<file path="src/rtl/ysyx_22040088_lsu_pkg.sv">
// Shared types and constants for the load/store unit: FSM states, access-size
// encodings and the alignment rule used to reject misaligned accesses.
package ysyx_22040088_lsu_pkg;

    localparam int LSU_XLEN   = 64;
    localparam int LSU_MASK_W = LSU_XLEN / 8;

    typedef enum logic [1:0] {
        ST_IDLE = 2'b00,
        ST_REQ  = 2'b01,
        ST_WAIT = 2'b10,
        ST_DONE = 2'b11
    } state_t;

    typedef enum logic [1:0] {
        SZ_B = 2'b00,
        SZ_H = 2'b01,
        SZ_W = 2'b10,
        SZ_D = 2'b11
    } size_t;

    // Natural alignment: the offset within the dword must be a multiple of the access size.
    function automatic logic is_misaligned(input size_t size, input logic [2:0] off);
        logic mis;
        mis = 1'b0;
        case (size)
            SZ_B:    mis = 1'b0;
            SZ_H:    mis = off[0];
            SZ_W:    mis = |off[1:0];
            default: mis = |off;
        endcase
        return mis;
    endfunction

endpackage

</file>
<file path="src/rtl/ysyx_22040088_lsu_align.sv">
// Combinational lane steering: store data/strobe placement into the aligned dword
// and extraction plus sign/zero extension of load data.
module ysyx_22040088_lsu_align
    import ysyx_22040088_lsu_pkg::*;
#(
    parameter int XLEN   = LSU_XLEN,
    parameter int MASK_W = LSU_MASK_W
) (
    input  logic [2:0]        off,
    input  size_t             size,
    input  logic              is_unsigned,
    input  logic              wen,
    input  logic [XLEN-1:0]   wdata,
    input  logic [XLEN-1:0]   rdata,
    output logic [XLEN-1:0]   lane_wdata,
    output logic [MASK_W-1:0] lane_wmask,
    output logic [XLEN-1:0]   load_data
);

    logic [MASK_W-1:0] base_mask;
    logic [XLEN-1:0]   shifted;

    assign lane_wdata = wdata << {off, 3'b000};
    assign shifted    = rdata >> {off, 3'b000};

    always_comb begin
        base_mask = '0;
        case (size)
            SZ_B:    base_mask = MASK_W'(8'h01);
            SZ_H:    base_mask = MASK_W'(8'h03);
            SZ_W:    base_mask = MASK_W'(8'h0F);
            default: base_mask = '1;
        endcase
        lane_wmask = wen ? (base_mask << off) : '0;
    end

    always_comb begin
        load_data = shifted;
        case (size)
            SZ_B: load_data = is_unsigned ? {{(XLEN-8){1'b0}},  shifted[7:0]}
                                          : {{(XLEN-8){shifted[7]}},   shifted[7:0]};
            SZ_H: load_data = is_unsigned ? {{(XLEN-16){1'b0}}, shifted[15:0]}
                                          : {{(XLEN-16){shifted[15]}}, shifted[15:0]};
            SZ_W: load_data = is_unsigned ? {{(XLEN-32){1'b0}}, shifted[31:0]}
                                          : {{(XLEN-32){shifted[31]}}, shifted[31:0]};
            default: load_data = shifted;
        endcase
    end

endmodule

</file>
<file path="src/rtl/ysyx_22040088_lsu.sv">
// Load/store unit: accepts one memory op from EXU, issues a single aligned dword
// request, waits for the response and hands extended data to writeback.
module ysyx_22040088_lsu
    import ysyx_22040088_lsu_pkg::*;
#(
    parameter int XLEN   = LSU_XLEN,
    parameter int MASK_W = LSU_MASK_W
) (
    input  logic              clk,
    input  logic              rst,
    input  logic              in_valid,
    output logic              in_ready,
    input  logic [XLEN-1:0]   in_addr,
    input  logic [XLEN-1:0]   in_wdata,
    input  logic              in_wen,
    input  logic [1:0]        in_size,
    input  logic              in_unsigned,
    output logic              mem_req_valid,
    input  logic              mem_req_ready,
    output logic [XLEN-1:0]   mem_req_addr,
    output logic              mem_req_wen,
    output logic [XLEN-1:0]   mem_req_wdata,
    output logic [MASK_W-1:0] mem_req_wmask,
    input  logic              mem_resp_valid,
    input  logic [XLEN-1:0]   mem_resp_rdata,
    output logic              out_valid,
    input  logic              out_ready,
    output logic [XLEN-1:0]   out_rdata,
    output logic              out_misalign
);

    state_t          state;
    logic [XLEN-1:0] addr_q;
    logic [XLEN-1:0] wdata_q;
    logic            wen_q;
    size_t           size_q;
    logic            unsigned_q;
    logic [XLEN-1:0] load_data;

    // Captured op registers feed the request outputs directly, so they stay stable until accepted.
    assign mem_req_addr = {addr_q[XLEN-1:3], 3'b000};
    assign mem_req_wen  = wen_q;

    ysyx_22040088_lsu_align #(.XLEN(XLEN), .MASK_W(MASK_W)) u_align (
        .off         (addr_q[2:0]),
        .size        (size_q),
        .is_unsigned (unsigned_q),
        .wen         (wen_q),
        .wdata       (wdata_q),
        .rdata       (mem_resp_rdata),
        .lane_wdata  (mem_req_wdata),
        .lane_wmask  (mem_req_wmask),
        .load_data   (load_data)
    );

    always_ff @(posedge clk or posedge rst) begin
        if (rst) begin
            state         <= ST_IDLE;
            in_ready      <= 1'b1;
            mem_req_valid <= 1'b0;
            out_valid     <= 1'b0;
            out_rdata     <= '0;
            out_misalign  <= 1'b0;
            addr_q        <= '0;
            wdata_q       <= '0;
            wen_q         <= 1'b0;
            size_q        <= SZ_B;
            unsigned_q    <= 1'b0;
        end else begin
            case (state)
                ST_IDLE: begin
                    if (in_valid) begin
                        addr_q     <= in_addr;
                        wdata_q    <= in_wdata;
                        wen_q      <= in_wen;
                        size_q     <= size_t'(in_size);
                        unsigned_q <= in_unsigned;
                        in_ready   <= 1'b0;
                        if (is_misaligned(size_t'(in_size), in_addr[2:0])) begin
                            state        <= ST_DONE;
                            out_valid    <= 1'b1;
                            out_misalign <= 1'b1;
                            out_rdata    <= '0;
                        end else begin
                            state         <= ST_REQ;
                            mem_req_valid <= 1'b1;
                        end
                    end
                end
                ST_REQ: begin
                    if (mem_req_ready) begin
                        state         <= ST_WAIT;
                        mem_req_valid <= 1'b0;
                    end
                end
                ST_WAIT: begin
                    if (mem_resp_valid) begin
                        state        <= ST_DONE;
                        out_valid    <= 1'b1;
                        out_misalign <= 1'b0;
                        out_rdata    <= wen_q ? '0 : load_data;
                    end
                end
                default: begin
                    if (out_ready) begin
                        state     <= ST_IDLE;
                        out_valid <= 1'b0;
                        in_ready  <= 1'b1;
                    end
                end
            endcase
        end
    end

endmodule

</file>
<file path="config.mk">
export PLATFORM = sky130hd
export DESIGN_NAME = ysyx_22040088_lsu
export DESIGN_NICKNAME = d
export VERILOG_FILES = /design/src/rtl/ysyx_22040088_lsu_pkg.sv /design/src/rtl/ysyx_22040088_lsu_align.sv /design/src/rtl/ysyx_22040088_lsu.sv
export SDC_FILE = /design/constraint.sdc
export NUM_CORES = 1
export LEC_CHECK = 0
export BUFFER_PORTS_ARGS = -buffer_cell sky130_fd_sc_hd__buf_2
export CAP_MARGIN = 10
export CORE_AREA = 5 5 168 170
export CTS_CLUSTER_SIZE = 10
export DETAILED_ROUTE_END_ITERATION = 8
export DIE_AREA = 0 0 173 175
export GPL_TIMING_DRIVEN = 0
export HOLD_SLACK_MARGIN = 0.05
export PLACE_DENSITY = 0.76
export SLEW_MARGIN = 20
export SYNTH_ARGS = -nofsm -noshare
export SYNTH_HDL_FRONTEND = slang
export SYNTH_SLANG_ARGS = --single-unit
</file>
<file path="constraint.sdc">
create_clock -name clk -period 6.7 [get_ports clk]
set_clock_uncertainty 0.05 [all_clocks]
set_input_delay 1.005 -clock clk [delete_from_list [all_inputs] [get_ports clk]]
set_output_delay 1.005 -clock clk [all_outputs]
set_load 0.01 [all_outputs]
</file>
# After elaboration in Yosys (flattened, before gate mapping)
# Cells that the tools add are included.
# W data, S select, Z words.
[totals]
reg_bits = 202
input_bits = 202
out_inout_bits = 205
word_cells = 78
[op_classes]
eq_ne = 11
shift = 3
mux = 34
bitwise_logic = 2
n_reduce_logical = 17
[op_table]
columns = ["cell", "n"]
rows = [
  ["$mux W64", 7],
  ["$pmux W64 S3", 1],
  ["$pmux W64 S2", 1],
  ["$shl A64 B6 Y64", 1],
  ["$shr A64 B6 Y64", 1],
  ["$pmux W8 S3", 1],
  ["$mux W1", 12],
  ["$reduce_and A4 Y1", 3],
  ["$mux W2", 5],
  ["$ne A2 B2 Y1 const B", 5],
  ["$mux W8", 1],
  ["$shl A8 B3 Y8", 1],
  ["$eq A2 B1 Y1 const B", 3],
  ["$eq A2 B2 Y1 const B", 3],
  ["$logic_not A2 Y1", 3],
  ["$pmux W1 S2", 3],
  ["$pmux W1 S3", 2],
  ["$pmux W2 S3", 1],
  ["$reduce_bool A2 Y1", 3],
  ["$reduce_and A5 Y1", 1],
  ["$reduce_bool A4 Y1", 1],
  ["$reduce_or A2 Y1", 2],
  ["$reduce_and A3 Y1", 1],
  ["$reduce_bool A3 Y1", 1],
  ["other kinds (3)", 4],
]

# Longest topological paths before layout
# Gate-level depths: netlist of run 1.
[depth]
ltp_word = 7
ltp_mapped = 9

# Hierarchy
# A second synthesis of run 1 with hierarchy kept.
[hier_totals]
cells_unflattened = 1121
area_unflattened_um2 = 12184.2
[modules_own_cells]
columns = ["module", "instances", "cells_per_inst", "area_each_um2"]
rows = [
  ["ysyx_22040088_lsu", 1, 542, 8100.3],
  ["ysyx_22040088_lsu_align", 1, 579, 4083.9],
]

# Worst setup path after synthesis of run 1
# Ideal clock, no wire load.
[synth_timing]
kind = "reg-to-output"
start = "reg addr_q[1]"
end = "out mem_req_wmask[2]"
arrival_time_ns = 1.913
required_time_ns = 5.645
path_slack_ns = 3.732
path_stages_with_launch = 8
n_path_buf = 5
cell_sequence = "dfrtp_1 buf_2 buf_2 buf_2 buf_2 clkbuf_1 a211oi_1 a211oi_1"
[synth_via]
elab_chain_cells = 2
[synth_lines]
columns = ["element", "line", "source"]
rows = [
  ["start: declaration", "ysyx_22040088_lsu.sv:33", "logic [XLEN-1:0] addr_q;"],
  ["start signal: assignment", "ysyx_22040088_lsu.sv:73", "addr_q <= in_addr;"],
  ["$shl A8 B3 Y8", "ysyx_22040088_lsu_align.sv:34", "lane_wmask = wen ? (base_mask << off) : '0;"],
  ["$mux W8", "ysyx_22040088_lsu_align.sv:34", ""],
  ["end: declaration", "ysyx_22040088_lsu.sv:23", "output logic [MASK_W-1:0] mem_req_wmask,"],
]
# No other way between the ends.

# Worst setup path after layout of run 1
[layout_timing]
start = "reg addr_q[0]"
end = "out mem_req_wdata[63]"
[layout_via]
elab_chain_cells = 1
[layout_lines]
columns = ["element", "line", "source"]
rows = [
  ["$shl A64 B6 Y64", "ysyx_22040088_lsu_align.sv:23", "assign lane_wdata = wdata << {off, 3'b000};"],
  ["end: declaration", "ysyx_22040088_lsu.sv:22", "output logic [XLEN-1:0] mem_req_wdata,"],
]
# No other way between the ends.

==> flow_metrics.env, run 1 <==
export IMPL_status="complete, no violations"
export IMPL_port_buffer_count=403
export IMPL_cts_hold_buffers=0
export IMPL_ys_seq_elements=202
export IMPL_syn_area_sq_um=11990
export IMPL_synthArstFlopShare_pct=100.0
export IMPL_cts_htree_levels=1
export IMPL_track_usage_pct=32.42
export IMPL_max_slew_margin_pct=30.18
export IMPL_whs_ps=422.8
export IMPL_yosys_area_share_simple_pct=9.349
export IMPL_cts_tree="built"
export IMPL_ctsResizeCount=0
export IMPL_end_kind="primary output"
export IMPL_dieArea_sq_um=30280
export IMPL_vias=11752
export IMPL_die_h_microns=175
export IMPL_nets=1824
export IMPL_vias_per_cell=5.944
export IMPL_antenna_found_initial=6
export IMPL_yosysMostFrequentCell="dfrtp_1"
export IMPL_cp_required_ps=5640
export IMPL_die_x_microns=173
export IMPL_synthMuxAreaShare_pct=26.58
export IMPL_routedWlPerCell_microns=25.81
export IMPL_fin_crit_ps=4621
export IMPL_whs_path_depth=2
export IMPL_core_area_sq_um=26580
export IMPL_synth_cell_type_count=57
export IMPL_hp_class="flip-flop to flip-flop"
export IMPL_r2r_start="addr_q[1]"
export IMPL_clkTransAtPathRegs_ps=60
export IMPL_grt_max_degree=106
export IMPL_syn_to_final_growth_pct=26.94
export IMPL_r2r_cells=8
export IMPL_core_rowCount=60
export IMPL_synth_seq_area_share_pct=42.16
export IMPL_synth_edf_count=0
export IMPL_synth_top_area_cell="dfrtp_1"
export IMPL_r2r_setup_slack_ps=3700
export IMPL_rsz0062_at_grt="false"
export IMPL_final_setup_viol_count=0
export IMPL_ys_warn_count=0
export IMPL_cp_arrival_ps=3570
export IMPL_worst_path_max_fanout=10
export IMPL_first_global_vias=12133
export IMPL_worstSkewPairLatency_ps=530
export IMPL_cp_start_kind="flip-flop"
export IMPL_clockRootBuffer="clkbuf_16"
export IMPL_cts_buffers=25
export IMPL_powerDensity_nw_per_um2=566.2
export IMPL_critPathKind="flip-flop to primary output"
export IMPL_yosys_top_cells_count="201 x dfrtp_1, 161 x mux2_2, 129 x nand2_1"
export IMPL_grt_pass1_wl_microns=75770
export IMPL_drt_iter0_markers=1174
export IMPL_cts_sinks=202
export IMPL_hold_violations=0
export IMPL_syn_inst=1185
export IMPL_overflow=0
export IMPL_synth_compound_area_share_pct=13.76
export IMPL_tightest_slew_ps=1047
export IMPL_cts_buffer_depth=3
export IMPL_rr_endpoint="out_rdata[21]"
export IMPL_syn_avg_cell_area_sq_um=10.12
export IMPL_drv_cap=0
export IMPL_cts_setup_buffers=0
export IMPL_synth_adder_area_share_pct=0.4174
export IMPL_ios=407
export IMPL_place_hpwl_microns=39300
export IMPL_placed_cells=1932
export IMPL_period_share_pct=68.98
export IMPL_max_vdd_ir_drop_mv=0.3895
export IMPL_routabilityCongestion=0.9861
export IMPL_synth_top_area_share_pct=41.94
export IMPL_synth_top_family_by_area="multiplexers"
export IMPL_leakage_nw=7.656
export IMPL_min_from="out_rdata[39]"
export IMPL_fmax_mhz=216.4
export IMPL_drt_total_wl_microns=51030
export IMPL_post_route_drc_count=0
export IMPL_ys_flop_type="dfrtp_1"
export IMPL_synthTopCellsByArea="dfrtp_1 42%, mux2_2 15%, mux2i_1 9.8%"
export IMPL_synth_xor_area_share_pct=0
export IMPL_min_to="out_rdata[39]"
export IMPL_first_pass_iters=8
export IMPL_stdcell_count=1977
export IMPL_drt_antenna_violating_nets=0
export IMPL_initial_core_util_pct=45.12
export IMPL_finalMaxSlewViolations=0
export IMPL_fin_tns_setup_ps=0
export IMPL_drive_gt1_share_pct=42.96
==> layer usage <==
layer	routed length (microns)	vias to the layer above	part of all wire, %	global-route usage (%)
met5	42	-	0.082	0
met1	18680	5688	37	38.30
met3	4838	197	9.5	7.962
met2	23830	789	47	53.63
met4	3638	6	7.1	19.62
li1	-	5072	-	-
==> where the power goes <==
| part | internal [mW] | total (mW) | switching (mW) | leakage, nW |
|---|---|---|---|---|
| registers | 1.74 | 2.19 | 0.450 | 2.50 |
| clock network | 0.731 | 1.26 | 0.524 | 0.359 |
| logic | 2.13 | 5.17 | 3.04 | 4.80 |
==> cells in the final DEF (no fill, tap or decap), drive strengths merged, types with 14 or more instances in the layout <==
cell and count:
nand3 17, nand2 129, buf 515, clkbuf 84, nor2 69, mux2 161, dfrtp 201, mux2i 117
a21oi 74, a211oi 17, a211o 14, o21ai 84, o22ai 19
==> through the flow <==
stage	total power [mW]	setup WS (ps)	util [%]	area, sq um
2_1_floorplan	5.288	135.9	-	12000
3_3_place_gp	7.189	-2063	54.35	14440
3_5_place_dp	7.274	2690	54.48	14480
4_1_cts	8.564	2120	57.26	15220
5_1_grt	9.041	1965	57.26	15220
6_report	8.619	2079	57.28	15220
==> layout make-up <==
type,count,area [sq um]
multi-input cells,818,6020
clock inverters,5,65.06
well taps,341,426.7
plain buffers,157,885.9
clock buffers,38,674.4
repair buffers,404,2044
inverters,10,45.04
fillers,2415,11350
diodes,2,5.005
flip-flops and latches,202,5056
==> logic make-up (layout without fill, tap and decap cells) <==
logic type               Yosys count  count (layout)
flip-flops                       202             202
AND/OR/NAND/NOR                  260             260
buffers and inverters            167             614
multiplexers                     287             287
adder cells (fa/ha/maj)            4               4
AO/OA/AOI/OAI                    264             264
other                              1               5
==> how the worst max path moves through the flow <==
stage                     startpoint           endpoint  slack, ps  depth (start not counted)
final                      addr_q[0]  mem_req_wdata[63]       2080                          8
after global routing       addr_q[0]  mem_req_wdata[63]       1960                          8
after CTS                  addr_q[0]  mem_req_wdata[63]       2120                          8
after detailed placement   addr_q[0]  mem_req_wdata[63]       2690                          8
after global placement           rst       out_rdata[6]      -2060                          2
after floorplan                  rst          addr_q[0]        140                          1
==> sequential cells by signal (all words and copies together), names as in the netlist <==
signal and count:
mem_req_wen 1, size_q 2, addr_q 64, unsigned_q 1, out_valid 1, state 2, in_ready 1, wdata_q 64
out_rdata 64, out_misalign 1, mem_req_valid 1
==> critical path, cell delays in order, from the launching register on <==
cell      delay [ps]
dfrtp_1          350
buf_2            170
inv_1            150
buf_1            670
clkbuf_1         700
mux2i_1          490
nand2_1           90
o21ai_0          180
buf_2            210
No activity file was read; power rests on OpenSTA's default activity.
==> run 2, diff against run 1 <==
- CORE_AREA: 5 5 168 170 -> 5 5 160 162
- DIE_AREA: 0 0 173 175 -> 0 0 165 167
- PLACE_DENSITY: 0.76 -> 0.8
- clock period: 6.7 -> 4.6 ns (I/O delays scaled with it)
==> run 2 against run 1 <==
- flip-flop and latch count unchanged
- cell count down 1.2%
- clock-buffer cell count down 8
- critical path depth stayed put
- register-to-register slack worse by 2100 ps
- core utilization rose by 6.2 points
- sequential power grew 46%
- largest cell class unchanged
==> flow_metrics.env, run 2 (synthesized netlist as in run 1, its figures left out) <==
export IMPL_fmax_mhz=229.4
export IMPL_routedWlPerCell_microns=25.83
export IMPL_status="complete, no violations"
export IMPL_die_h_microns=167
export IMPL_dieArea_sq_um=27560
export IMPL_max_vdd_ir_drop_mv=0.5421
export IMPL_drt_antenna_violating_nets=0
export IMPL_die_x_microns=165
export IMPL_initial_core_util_pct=50.04
export IMPL_worstSkewPairLatency_ps=530
export IMPL_placed_cells=1920
export IMPL_reg_top3="addr_q: 64 flops, out_rdata: 64 flops, wdata_q: 64 flops"
export IMPL_clkTransAtPathRegs_ps=60
export IMPL_antenna_found_initial=8
export IMPL_fin_crit_ps=4359
export IMPL_powerDensity_nw_per_um2=814.0
export IMPL_critPathKind="flip-flop to primary output"
export IMPL_drt_iter0_markers=1193
export IMPL_cts_setup_buffers=0
export IMPL_vias_per_cell=6.016
export IMPL_fin_tns_setup_ps=0
export IMPL_cp_arrival_ps=3620
export IMPL_core_rowCount=57
export IMPL_post_route_util_pct=63.50
export IMPL_end_kind="primary output"
export IMPL_port_buffer_count=403
export IMPL_period_share_pct=94.77
export IMPL_cp_required_ps=3860
export IMPL_tightest_slew_ps=1045
export IMPL_drt_total_wl_microns=50440
export IMPL_postLayoutCellArea_sq_um=15220
export IMPL_cts_htree_levels=1
export IMPL_overflow=0
export IMPL_finalMaxSlewViolations=0
export IMPL_cts_tree="built"
export IMPL_finalPower_mw=12.39
export IMPL_rsz0062_at_grt="false"
export IMPL_ios=407
export IMPL_first_pass_iters=8
export IMPL_syn_to_final_growth_pct=26.90
export IMPL_hold_violations=0
export IMPL_first_global_vias=12148
export IMPL_core_area_sq_um=23960
export IMPL_final_setup_viol_count=0
export IMPL_ctsResizeCount=0
export IMPL_layout_commonest_cell="buf_2"
export IMPL_cp_start_kind="flip-flop"
export IMPL_cpMostUsedCell="buf_2"
export IMPL_slowest_stage="clkbuf_1"
export IMPL_clockRootBuffer="clkbuf_16"
export IMPL_leakage_nw=7.660
export IMPL_routabilityCongestion=1.020
export IMPL_grt_max_degree=37
export IMPL_slowest_delay_ps=720
export IMPL_cts_buffer_depth=3
export IMPL_vias=11749
export IMPL_max_slew_margin_pct=30.32
export IMPL_cts_hold_buffers=0
export IMPL_dpl_cell_area_sq_um=14550
export IMPL_hp_class="input port to asynchronous set/reset pin"
export IMPL_setup_ws_ps=240.7
export IMPL_grt_pass1_wl_microns=74550
export IMPL_place_hpwl_microns=38990
export IMPL_place_ws_ps=933.2
export IMPL_nets=1828
export IMPL_stdcell_count=1953
export IMPL_cts_buffers=24
export IMPL_worst_path_max_fanout=10
export IMPL_cp_cell_sequence="buf_2 -> inv_1 -> buf_1 -> clkbuf_1 -> mux2i_1 -> nand2_1 -> o21ai_0 -> buf_2"
export IMPL_track_usage_pct=35.68
export IMPL_drv_cap=0
export IMPL_layout_common_cells="424 x buf_2, 201 x dfrtp_1, 161 x mux2_2"
export IMPL_whs_ps=206.4
export IMPL_cts_sinks=202
export IMPL_post_route_drc_count=0
export IMPL_drive_gt1_share_pct=43.27
==> run 2: cell count changes in the layout (fill, tap and decap cells not counted), sizes merged <==
cell / before / now
bufinv: 1 / 0
clkinvlp: 0 / 1
clkbuf: 84 / 76
inv: 11 / 9
buf: 515 / 520
clkinv: 3 / 1
==> run 2: critical path: cells and delay by family, from the launching register on <==
kind,cells,cell delay [ps]
AND/OR/NAND/NOR,1,90
multiplexers,1,520
flip-flops,1,370
AO/OA/AOI/OAI,1,170
buffers and inverters,5,1930
==> run 2: path summary, 6_finish.rpt <==
check,start,slack [ps],endpoint,cells past startpoint
max,addr_q[0],240,mem_req_wdata[63],8
min,rst,210,addr_q[50],2
max reg2reg,state[0],1630,out_rdata[29],7
min reg2reg,out_rdata[1],420,out_rdata[1],2
max in group asynchronous,rst,3280,out_rdata[3],5
min in group clk,in_wdata[8],340,wdata_q[8],2
==> run 2: power breakdown <==
part	total [mW]	internal, mW	switching [mW]
clock	1.69	0.965	0.727
combinational	7.50	3.11	4.39
sequential	3.19	2.54	0.652
total	12.4	6.62	5.77
==> run 2: cell type report <==
type                       count  area, sq um
tap                          324        405.4
timing repair buffer         409         2145
antenna                        2        5.005
sequential                   202         5056
inverter                      10        41.29
multi-input combinational    818         6020
buffer                       157        885.9
clock buffer                  30        643.1
fill                        2041         8746
clock inverter                 1        16.27
==> run 2: per-layer routing <==
metal / track usage, % / wire length, microns
met3: 9.565 / 5204
met1: 41.79 / 17800
met2: 57.65 / 23550
met4: 22.46 / 3800
met5: 0 / 80
